===== src/rtl/stack_ctrl_fsm_pkg.sv =====
// Shared opcodes, state encoding and sizing helper for the stack controller.
// STACK_CTRL_DUP_SWAP_EN adds the DUP/SWAP states.
package stack_ctrl_fsm_pkg;

   localparam int OP_PUSH = 1;
   localparam int OP_POP  = 2;
   localparam int OP_ADD  = 3;
   localparam int OP_OR   = 4;
   localparam int OP_SUB  = 5;
   localparam int OP_SLT  = 6;
   localparam int OP_NOR  = 7;
   localparam int OP_DUP  = 8;
   localparam int OP_SWAP = 9;

   typedef enum logic [3:0] {
      S_IDLE,
      S_PUSH,
      S_POP,
      S_POP_A,
      S_POP_B,
      S_EXEC
`ifdef STACK_CTRL_DUP_SWAP_EN
      ,
      S_DUP,
      S_PUSH_A,
      S_PUSH_B
`endif
   } state_e;

   function automatic int depth_w(input int d);
      return $clog2(d + 1);
   endfunction

endpackage


===== src/rtl/stack_ctrl_fsm_if.sv =====
// Instruction handshake between the instruction source and the controller.
// Master drives valid/opcode, slave answers with ready.
interface stack_ctrl_fsm_if #(
   parameter int OPC_W = 6
);
   logic             instr_valid;
   logic             instr_ready;
   logic [OPC_W-1:0] opcode;

   modport master (
      output instr_valid,
      output opcode,
      input  instr_ready
   );

   modport slave (
      input  instr_valid,
      input  opcode,
      output instr_ready
   );
endinterface


===== src/rtl/stack_ctrl_fsm_depth_counter.sv =====
// Saturating stack occupancy counter with synchronous clear.
// Produces depth plus full/empty flags.
module stack_depth_counter
   import stack_ctrl_fsm_pkg::*;
#(
   parameter int DEPTH = 16
) (
   input  logic                      clock,
   input  logic                      clr_i,
   input  logic                      inc_i,
   input  logic                      dec_i,
   output logic [depth_w(DEPTH)-1:0] depth_o,
   output logic                      full_o,
   output logic                      empty_o
);
   localparam int DW = depth_w(DEPTH);

   logic [DW-1:0] cnt_q, cnt_d;

   always_comb begin
      cnt_d = cnt_q;
      if (inc_i && !dec_i && cnt_q != DW'(DEPTH))
         cnt_d = cnt_q + DW'(1);
      else if (dec_i && !inc_i && cnt_q != '0)
         cnt_d = cnt_q - DW'(1);
   end

   always_ff @(posedge clock) begin
      if (clr_i) cnt_q <= '0;
      else       cnt_q <= cnt_d;
   end

   assign depth_o = cnt_q;
   assign full_o  = (cnt_q == DW'(DEPTH));
   assign empty_o = (cnt_q == '0);
endmodule


===== src/rtl/stack_ctrl_fsm.sv =====
// Multi-cycle stack machine sequencer: pop/pop/exec+push for ALU ops.
// STACK_CTRL_DUP_SWAP_EN adds DUP=8, SWAP=9 and dup_swap_sel.
module stack_ctrl_fsm
   import stack_ctrl_fsm_pkg::*;
#(
   parameter int DEPTH = 16,
   parameter int OPC_W = 6,
   parameter int ALU_W = 4
) (
   input  logic                      clock,
   input  logic                      reset,
   stack_ctrl_fsm_if.slave           bus,
   output logic                      push,
   output logic                      pop,
   output logic                      push_src,
   output logic [ALU_W-1:0]          alu_op,
   output logic [depth_w(DEPTH)-1:0] depth,
   output logic                      full,
   output logic                      empty,
   input  logic                      err_clear,
   output logic                      err_ovf,
   output logic                      err_unf,
`ifdef STACK_CTRL_DUP_SWAP_EN
   output logic                      dup_swap_sel,
`endif
   output logic                      err_ill
);
   localparam int DW = depth_w(DEPTH);

   state_e           state_q, state_d;
   logic [OPC_W-1:0] op_q, op_d;
   logic             ovf_d, unf_d, ill_d;
   logic             is_push, is_pop, is_alu;
   logic             is_dup, is_swap;
   logic             lt2;

   assign is_push = (bus.opcode == OPC_W'(OP_PUSH));
   assign is_pop  = (bus.opcode == OPC_W'(OP_POP));
   assign is_alu  = (bus.opcode >= OPC_W'(OP_ADD)) &&
                    (bus.opcode <= OPC_W'(OP_NOR));
`ifdef STACK_CTRL_DUP_SWAP_EN
   assign is_dup  = (bus.opcode == OPC_W'(OP_DUP));
   assign is_swap = (bus.opcode == OPC_W'(OP_SWAP));
`else
   assign is_dup  = 1'b0;
   assign is_swap = 1'b0;
`endif
   assign lt2 = (depth < DW'(2));

   always_comb begin
      state_d = state_q;
      op_d    = op_q;
      ovf_d   = err_ovf & ~err_clear;
      unf_d   = err_unf & ~err_clear;
      ill_d   = err_ill & ~err_clear;
      unique case (state_q)
         S_IDLE: begin
            if (bus.instr_valid) begin
               op_d = bus.opcode;
               // Rejected instructions stay in IDLE and leave depth alone
               unique case (1'b1)
                  is_push: if (full) ovf_d = 1'b1;
                           else      state_d = S_PUSH;
                  is_pop:  if (empty) unf_d = 1'b1;
                           else       state_d = S_POP;
                  is_alu:  if (lt2) unf_d = 1'b1;
                           else     state_d = S_POP_A;
`ifdef STACK_CTRL_DUP_SWAP_EN
                  is_dup:  if (empty)     unf_d = 1'b1;
                           else if (full) ovf_d = 1'b1;
                           else           state_d = S_DUP;
                  is_swap: if (lt2) unf_d = 1'b1;
                           else     state_d = S_POP_A;
`endif
                  default: ill_d = 1'b1;
               endcase
            end
         end
         S_POP_A: state_d = S_POP_B;
`ifdef STACK_CTRL_DUP_SWAP_EN
         S_POP_B: state_d = (op_q == OPC_W'(OP_SWAP)) ?
                            S_PUSH_A : S_EXEC;
         S_PUSH_A: state_d = S_PUSH_B;
`else
         S_POP_B: state_d = S_EXEC;
`endif
         default: state_d = S_IDLE;
      endcase
   end

   always_ff @(posedge clock) begin
      if (reset) begin
         state_q <= S_IDLE;
         op_q    <= '0;
         err_ovf <= 1'b0;
         err_unf <= 1'b0;
         err_ill <= 1'b0;
      end else begin
         state_q <= state_d;
         op_q    <= op_d;
         err_ovf <= ovf_d;
         err_unf <= unf_d;
         err_ill <= ill_d;
      end
   end

   assign bus.instr_ready = (state_q == S_IDLE);
   assign pop      = (state_q == S_POP) || (state_q == S_POP_A) ||
                     (state_q == S_POP_B);
   assign push_src = (state_q == S_EXEC);
   assign alu_op   = (state_q == S_EXEC) ? ALU_W'(op_q[3:0]) : '0;
`ifdef STACK_CTRL_DUP_SWAP_EN
   assign push = (state_q == S_PUSH) || (state_q == S_EXEC) ||
                 (state_q == S_DUP) || (state_q == S_PUSH_A) ||
                 (state_q == S_PUSH_B);
   assign dup_swap_sel = (state_q == S_PUSH_B);
`else
   assign push = (state_q == S_PUSH) || (state_q == S_EXEC);
`endif

   stack_depth_counter #(.DEPTH(DEPTH)) u_depth (
      .clock   (clock),
      .clr_i   (reset),
      .inc_i   (push),
      .dec_i   (pop),
      .depth_o (depth),
      .full_o  (full),
      .empty_o (empty)
   );
endmodule

===== src/flat_wrapper.sv =====
// flat-port wrapper written by rule: the top's interface ports become plain ports
module stack_ctrl_fsm_flat import stack_ctrl_fsm_pkg::*;
#(
   parameter int DEPTH = 16,
   parameter int OPC_W = 6,
   parameter int ALU_W = 4
)
  (clock, reset, push, pop, push_src, alu_op, depth, full, empty, err_clear, err_ovf, err_unf, err_ill, bus_instr_valid, bus_opcode, bus_instr_ready);
  stack_ctrl_fsm_if #(.OPC_W(OPC_W)) bus_i ();
  input  logic clock;
  input  logic reset;
  output logic push;
  output logic pop;
  output logic push_src;
  output logic [ALU_W-1:0] alu_op;
  output logic [depth_w(DEPTH)-1:0] depth;
  output logic full;
  output logic empty;
  input  logic err_clear;
  output logic err_ovf;
  output logic err_unf;
  output logic err_ill;
  input wire logic [$bits(bus_i.instr_valid)-1:0] bus_instr_valid;
  input wire logic [$bits(bus_i.opcode)-1:0] bus_opcode;
  output wire logic [$bits(bus_i.instr_ready)-1:0] bus_instr_ready;
  assign bus_i.instr_valid = bus_instr_valid;
  assign bus_i.opcode = bus_opcode;
  assign bus_instr_ready = bus_i.instr_ready;
  stack_ctrl_fsm #(.DEPTH(DEPTH), .OPC_W(OPC_W), .ALU_W(ALU_W)) u_core (.clock(clock), .reset(reset), .bus(bus_i), .push(push), .pop(pop), .push_src(push_src), .alu_op(alu_op), .depth(depth), .full(full), .empty(empty), .err_clear(err_clear), .err_ovf(err_ovf), .err_unf(err_unf), .err_ill(err_ill));
endmodule

===== config.mk =====
export PLATFORM = sky130hd
export DESIGN_NAME = stack_ctrl_fsm_flat
export DESIGN_NICKNAME = d
export VERILOG_FILES = /design/src/rtl/stack_ctrl_fsm_pkg.sv /design/src/rtl/stack_ctrl_fsm_if.sv /design/src/rtl/stack_ctrl_fsm_depth_counter.sv /design/src/rtl/stack_ctrl_fsm.sv /design/src/flat_wrapper.sv
export SDC_FILE = /design/constraint.sdc
export NUM_CORES = 1
export LEC_CHECK = 0
export ABC_AREA = 1
export CAP_MARGIN = 20
export CORE_UTILIZATION = 42
export DETAILED_ROUTE_END_ITERATION = 10
export PLACE_DENSITY = 0.79
export SYNTH_ARGS = -nofsm -noshare
export SYNTH_HDL_FRONTEND = slang
export SYNTH_HIERARCHICAL = 1
export SYNTH_SLANG_ARGS = --single-unit

===== constraint.sdc =====
create_clock -name clock -period 1.9 [get_ports clock]
set_clock_uncertainty 0.05 [all_clocks]
set_input_delay 0.475 -clock clock [delete_from_list [all_inputs] [get_ports clock]]
set_output_delay 0.475 -clock clock [all_outputs]
set_load 0.02 [all_outputs]

* Word level (Yosys, flattened, before mapping) *
Cells that the tools add are included.
Widths: inputs -> output; s select.

storage, ports and cells
  register bits after elaboration = 16
  bits of input ports = 10
  output and inout port bits = 18

operators by class
  $add $sub $neg = 2
  mux-type cells = 21
  reductions and logical operators = 17
  eq/ne operators = 14
  bitwise logic cells = 4
  magnitude comparators = 3

operator list
  operator             number
  $pmux 4 s3           2
  $mux 4               5
  $mux 1               11
  $mux 5               2
  $ne 3x3->1 const B   3
  $eq 4x2->1 const B   2
  $eq 4x3->1 const B   2
  $eq 6x1->1 const B   1
  $eq 6x2->1 const B   1
  $ge 6x2->1 const B   1
  $le 6x3->1 const B   1
  $add 5x1->5 const B  1
  $eq 5x5->1 const B   1
  $logic_and 1x1->1    5
  $logic_not 5->1      1
  $lt 5x2->1 const B   1
  $ne 5x5->1 const B   1
  $reduce_and 5->1     1
  $reduce_bool 5->1    1
  $sub 5x1->5 const B  1
  $eq 4x1->1 const B   1
  $logic_not 4->1      1
  $ne 4x1->1 const B   1
  $and 1x1->1          3
  other kinds (8)      11

* Longest topological paths before layout *
  word-level depth = 7
  gate-level depth with buffers = 14

* Hierarchy *
The synthesis kept the hierarchy.

by module, submodules not included
  module               cells each  times used  area an instance (um^2)  sequential area each (um^2)
  stack_ctrl_fsm       93          1           616.8                    200.2
  stack_depth_counter  55          1           389.1                    100.1

* Worst setup path after synthesis *
Ideal clock, no wire load.

  path kind = reg2reg
  from = register u_core.state_q[0]
  to = register u_core.u_depth.cnt_q[4], in the netlist u_core/u_depth/depth_o[4]
  path buffers = 0
  clock period less this slack = 2204 ps
  setup time = 114 ps
  required time = 1736 ps
  path slack = -304 ps
  data arrival time = 2040 ps
  cell stages (with the launch flop) = 15
  cell sequence = dfxtp_1 inv_1 nor2_1 inv_1 nor2_1 nand2_2 fa_1 inv_1 nor2_1 nor2_1 nand3_1 nand3_2 nand2_1 nand2_1 nor2_2

between the ends
  elaborated cells between the ends (all ways) = 16
  those cells by class = eq/ne (5); mux (1); reduce/logical (10)

RTL lines
  item                                             line                                RTL
  from (decl)                                      stack_ctrl_fsm.sv:30                state_e state_q, state_d;
  from (signal assigned)                           stack_ctrl_fsm.sv:99                state_q <= state_d;
  $eq 4x1->1 / $eq 4x3->1 (equally long branches)  stack_ctrl_fsm.sv:118               assign push = (state_q == S_PUSH) || (state_q == S_EXEC);
  $logic_or 1x1->1 *                               stack_ctrl_fsm.sv:118
  net push                                         flat_wrapper.sv:12                  output logic push;
  $logic_not 1->1                                  stack_ctrl_fsm_depth_counter.sv:24  else if (dec_i && !inc_i && cnt_q != '0)
  $logic_and 1x1->1 (2 in a row)                   stack_ctrl_fsm_depth_counter.sv:24
  $reduce_bool 2->1 (no line)                      --
  to (signal assigned)                             stack_ctrl_fsm_depth_counter.sv:30  else cnt_q <= cnt_d;
  to (decl)                                        stack_ctrl_fsm_depth_counter.sv:18  logic [DW-1:0] cnt_q, cnt_d;

Mark *: on every way through the listed nets, which the timed path passes. The rest lies on a longest branch.
A chain may end at the register's enable or synchronous reset.

* Worst setup path in the final report *
  from = register u_core.state_q[0]
  to = register u_core.u_depth.cnt_q[2], in the netlist u_core/u_depth/depth_o[2]

between the ends
  word-level cells in the longest chain between the ends = 7
  elaborated cells between the ends (all ways) = 16
  those cells by class = eq/ne (5); mux (1); reduce/logical (10)

RTL lines
  item                                                line                                RTL
  $eq 4x2->1                                          stack_ctrl_fsm.sv:108               assign pop = (state_q == S_POP) || (state_q == S_POP_A) ||
  $logic_or 1x1->1 (2 in a row)                       stack_ctrl_fsm.sv:108
  $logic_not 1->1                                     stack_ctrl_fsm_depth_counter.sv:22  if (inc_i && !dec_i && cnt_q != DW'(DEPTH))
  $logic_and 1x1->1 (2 in a row)                      stack_ctrl_fsm_depth_counter.sv:22
  $mux 5 / $reduce_bool 2->1 (equally long branches)  --

Parallel ways exist; a longest one is shown, timed or not.

==> key figures <==
Outcome
  • Result of the run: finished, violations left
  • Violated checks: setup timing

Global routing
  • Global routing usage on met3: 0.0595
  • Most heavily used metal layer in global routing: met2
  • Global routing usage on met2: 0.401
  • Via count of the first global-routing pass: 1012
  • Leftover overflow at the end of global routing: 0
  • Total Routing Usage GR: 0.215
  • GRT met1 Usage: 0.246
  • Global-route wire length before repair: 4270 µm
  • Antenna violations before repair: 0
  • Pin count of the biggest net entering global routing: 9

Floorplan
  • Initial Utilization: 0.450
  • Area of the core: 2230 µm²
  • IO Pins: 28
  • Die boundary height: 50.9 µm
  • Width of the die: 50.9 µm
  • DIE AREA: 2590 µm²
  • Site row count: 17

Placed design
  • Total half-perimeter wirelength after legalization and detailed placement: 1910 µm
  • Port Buf Inserts: 27
  • Cell total after placement: 212
  • Final GP Congestion: 0.778

Setup path
  • Timing endpoint of the critical path: u_core/u_depth/depth_o[2]
  • Worst R2R Start: u_core/state_q[0]
  • Worst R2R Setup Slack: -0.06 ns
  • Path depth of the worst reg2reg path: 11
  • Arrival time reported for the critical path endpoint: 2.12 ns
  • Endpoint kind of the worst setup timing path: flop
  • CP max FO: 5
  • Startpoint type of the worst setup path: flop
  • Worst Path Class, Setup: flop to flop
  • Launch point of the critical path: u_core/state_q[0]
  • Worst EP required: 2.06 ns
  • Worst reg2reg path endpoint: u_core/u_depth/depth_o[2]

Logic synthesis
  • Number of flops mapped to enable cells by yosys: 0
  • Cell count after synthesis: 148
  • Unique masters post-synth: 23
  • Synth top area share: 0.299
  • FF+latch count, synth: 15
  • Number of warning messages in the yosys log: 6
  • Top cell types by occurrence after synthesis: inv_1, nor2_1, nand2_1
  • Syn Area/Cell: 6.80 µm²
  • Synth Net Count: 162
  • Most used standard cell by instance count after synthesis: inv_1
  • Cell taking the most area after synthesis: dfxtp_1
  • Top FF cell, synth: dfxtp_1
  • Area of the mapped netlist: 1010 µm²
  • Seq/Total Area, Yosys: 0.299
  • Ys async rst share: 0
  • Largest cells by area after synthesis: dfxtp_1, inv_1, nor2_1

Cells and area
  • Reg area: 307 µm²
  • Filler Cell Count: 184
  • Antenna diode count: 0
  • Non-filler instance count after layout: 222
  • Footprint of the multi-input gates: 671 µm²
  • Area added between synthesis and finish: 50.4%
  • Share of layout cells above drive strength 1: 0.325
  • Final layout net count: 209

Timing
  • Final Setup Violations: 2
  • Max Clk Rate: 0.511 GHz
  • Worst setup margin: -0.0571 ns
  • Relative slew slack: 0.840
  • Number of max-slew violations in the final report: 0
  • RSZ-0062 raised after global routing: yes
  • Worst-Margin Slew: 0.239 ns
  • Total negative slack for setup checks: -0.104 ns
  • Number of hold violations in the final report: 0
  • Ratio of final minimum period to clock period: 1.03
  • Min cycle time layout: 1.96 ns

Detailed routing
  • Per-cell via count in the routed design: 4.85
  • Antenna-violating nets left: 0
  • Drc violations: 0
  • First DRT Iteration DRCs: 16
  • Count of TritonRoute iterations in the first routing pass: 4
  • Wirelength, routed: 2510 µm
  • Via count: 1077
  • Routed wirelength normalized by instance count: 11.3 µm

Clock tree
  • Clock Root Buffer: clkbuf_4
  • CTS tree: yes
  • Number of buffers on the longest clock path: 2
  • Clock sinks: 15
  • Clock network latency to the later pin of the worst-skew pair: 0.28 ns
  • Number of buffers created by CTS: 3
  • H-tree level count: 1
  • Number of buffers inserted for hold repair after clock tree synthesis: 0
  • Clock transition time at the flip-flop clock pins of the worst setup and hold paths: 0.09 ns

Power
  • VDD IR-drop max: 512 µV
  • Static Leak: 0.704 nW
  • Power density normalized to cell area: 461 nW/µm²

Min path
  • HP Class: flop to flop

Run
  • Max Cap Violations: 0
==> layer usage <==
layer | vias to the layer above | wire (µm) | part of all wire
met4 | 0 | 10 | 0.0040
met3 | 2 | 121 | 0.048
met1 | 488 | 1050 | 0.42
met2 | 27 | 1330 | 0.53
li1 | 560 | - | -
met5 | - | 0 | 0
==> what timing repair did <==
item / 4_1_cts / 5_1_grt
setup endpoints to repair: 14 / 13
gates cloned: 0 / 0
pin swaps: 6 / 6
endpoints found under the hold margin: 0 / 0
gates resized for setup: 29 / 10
setup buffers: 3 / 3
==> power by group <==
group          total [mW]  internal [mW]  switching, mW
logic               0.186         0.0839          0.102
registers           0.332          0.325        0.00679
clock network       0.179         0.0814         0.0978
total               0.697          0.491          0.206
==> flip-flops by register name, summed over array words and instances (netlist names) <==
| register | count |
|---|---|
| u_core/err_ill | 1 |
| u_core/err_ovf | 1 |
| u_core/err_unf | 1 |
| u_core/op_q | 4 |
| u_core/state_q | 3 |
| u_core/u_depth/depth_o | 5 |
==> worst min-delay path by stage <==
stage | from | end | slack, ns | depth (start not counted)
detailed placement | u_core/op_q[2] | u_core/op_q[2] | 0.40 | 2
finish | u_core/err_ovf | u_core/err_ovf | 0.42 | 2
CTS | u_core/op_q[2] | u_core/op_q[2] | 0.41 | 2
floorplan | u_core/op_q[0] | u_core/op_q[0] | 0.38 | 2
global placement | u_core/op_q[2] | u_core/op_q[2] | 0.39 | 2
global route | u_core/op_q[2] | u_core/op_q[2] | 0.44 | 2
==> layout make-up <==
cell class / count / area share
tap: 28 / 0.0232
timing repair buffer: 42 / 0.246
sequential: 15 / 0.203
inverter: 27 / 0.0670
clock buffer: 4 / 0.0174
multi-input combinational: 106 / 0.443
==> layout by cell type, fill, tap and decap left out <==
master,instances
inv_1,23
nand2_1,19
nor2_1,19
buf_4,14
a21oi_1,13
clkdlybuf4s50_1,12
dfxtp_1,12
nand3_1,11
o21ai_0,8
nor2_2,7
nand2_2,6
dlygate4sd2_1,5
nor2_4,5
clkdlybuf4s15_2,4
inv_2,4
clkbuf_4,3
clkbuf_2,3
nand2_4,3
clkdlybuf4s15_1,2
a21oi_2,2
dfxtp_2,2
nand3_2,2
ha_4,2
clkbuf_1,1
dlymetal6s2s_1,1
nor2_8,1
o211ai_1,1
and2_1,1
nand4_1,1
o21ai_2,1
dfxtp_4,1
xor2_1,1
xnor2_2,1
fa_2,1
ha_1,1
buf_6,1
==> critical path, cell delays in order (launching register included) <==
cell	delay [ns]
dfxtp_2	0.37
inv_2	0.06
nor2_4	0.11
inv_2	0.06
nor2_4	0.13
nand2_4	0.10
fa_2	0.39
buf_4	0.15
buf_6	0.10
buf_4	0.13
xnor2_2	0.12
a21oi_1	0.12
==> kinds of logic after synthesis <==
| group | count (synthesis) | synth area share |
|---|---|---|
| adder cells (fa/ha/maj) | 4 | 0.0572 |
| AO/OA/AOI/OAI | 25 | 0.134 |
| AND/OR/NAND/NOR | 75 | 0.392 |
| buffers and inverters | 27 | 0.101 |
| XOR/XNOR | 2 | 0.0174 |
| flip-flops | 15 | 0.299 |
==> per-stage QoR <==
step | worst slack, ns | area [µm²] | utilization | power [mW] | hold WS [ns]
finish | -0.0571 | 1510 | 0.677 | 0.697 | 0.419
global route | -0.154 | 1510 | 0.677 | 0.737 | 0.443
CTS | -0.00939 | 1480 | 0.664 | 0.700 | 0.413
detailed placement | -0.0663 | 1420 | 0.635 | 0.518 | 0.399
global placement | 0.0278 | 1420 | 0.635 | 0.513 | 0.389
floorplan | 0.0263 | 1050 | - | 0.447 | 0.379
Power figures use the tool's default switching activity.
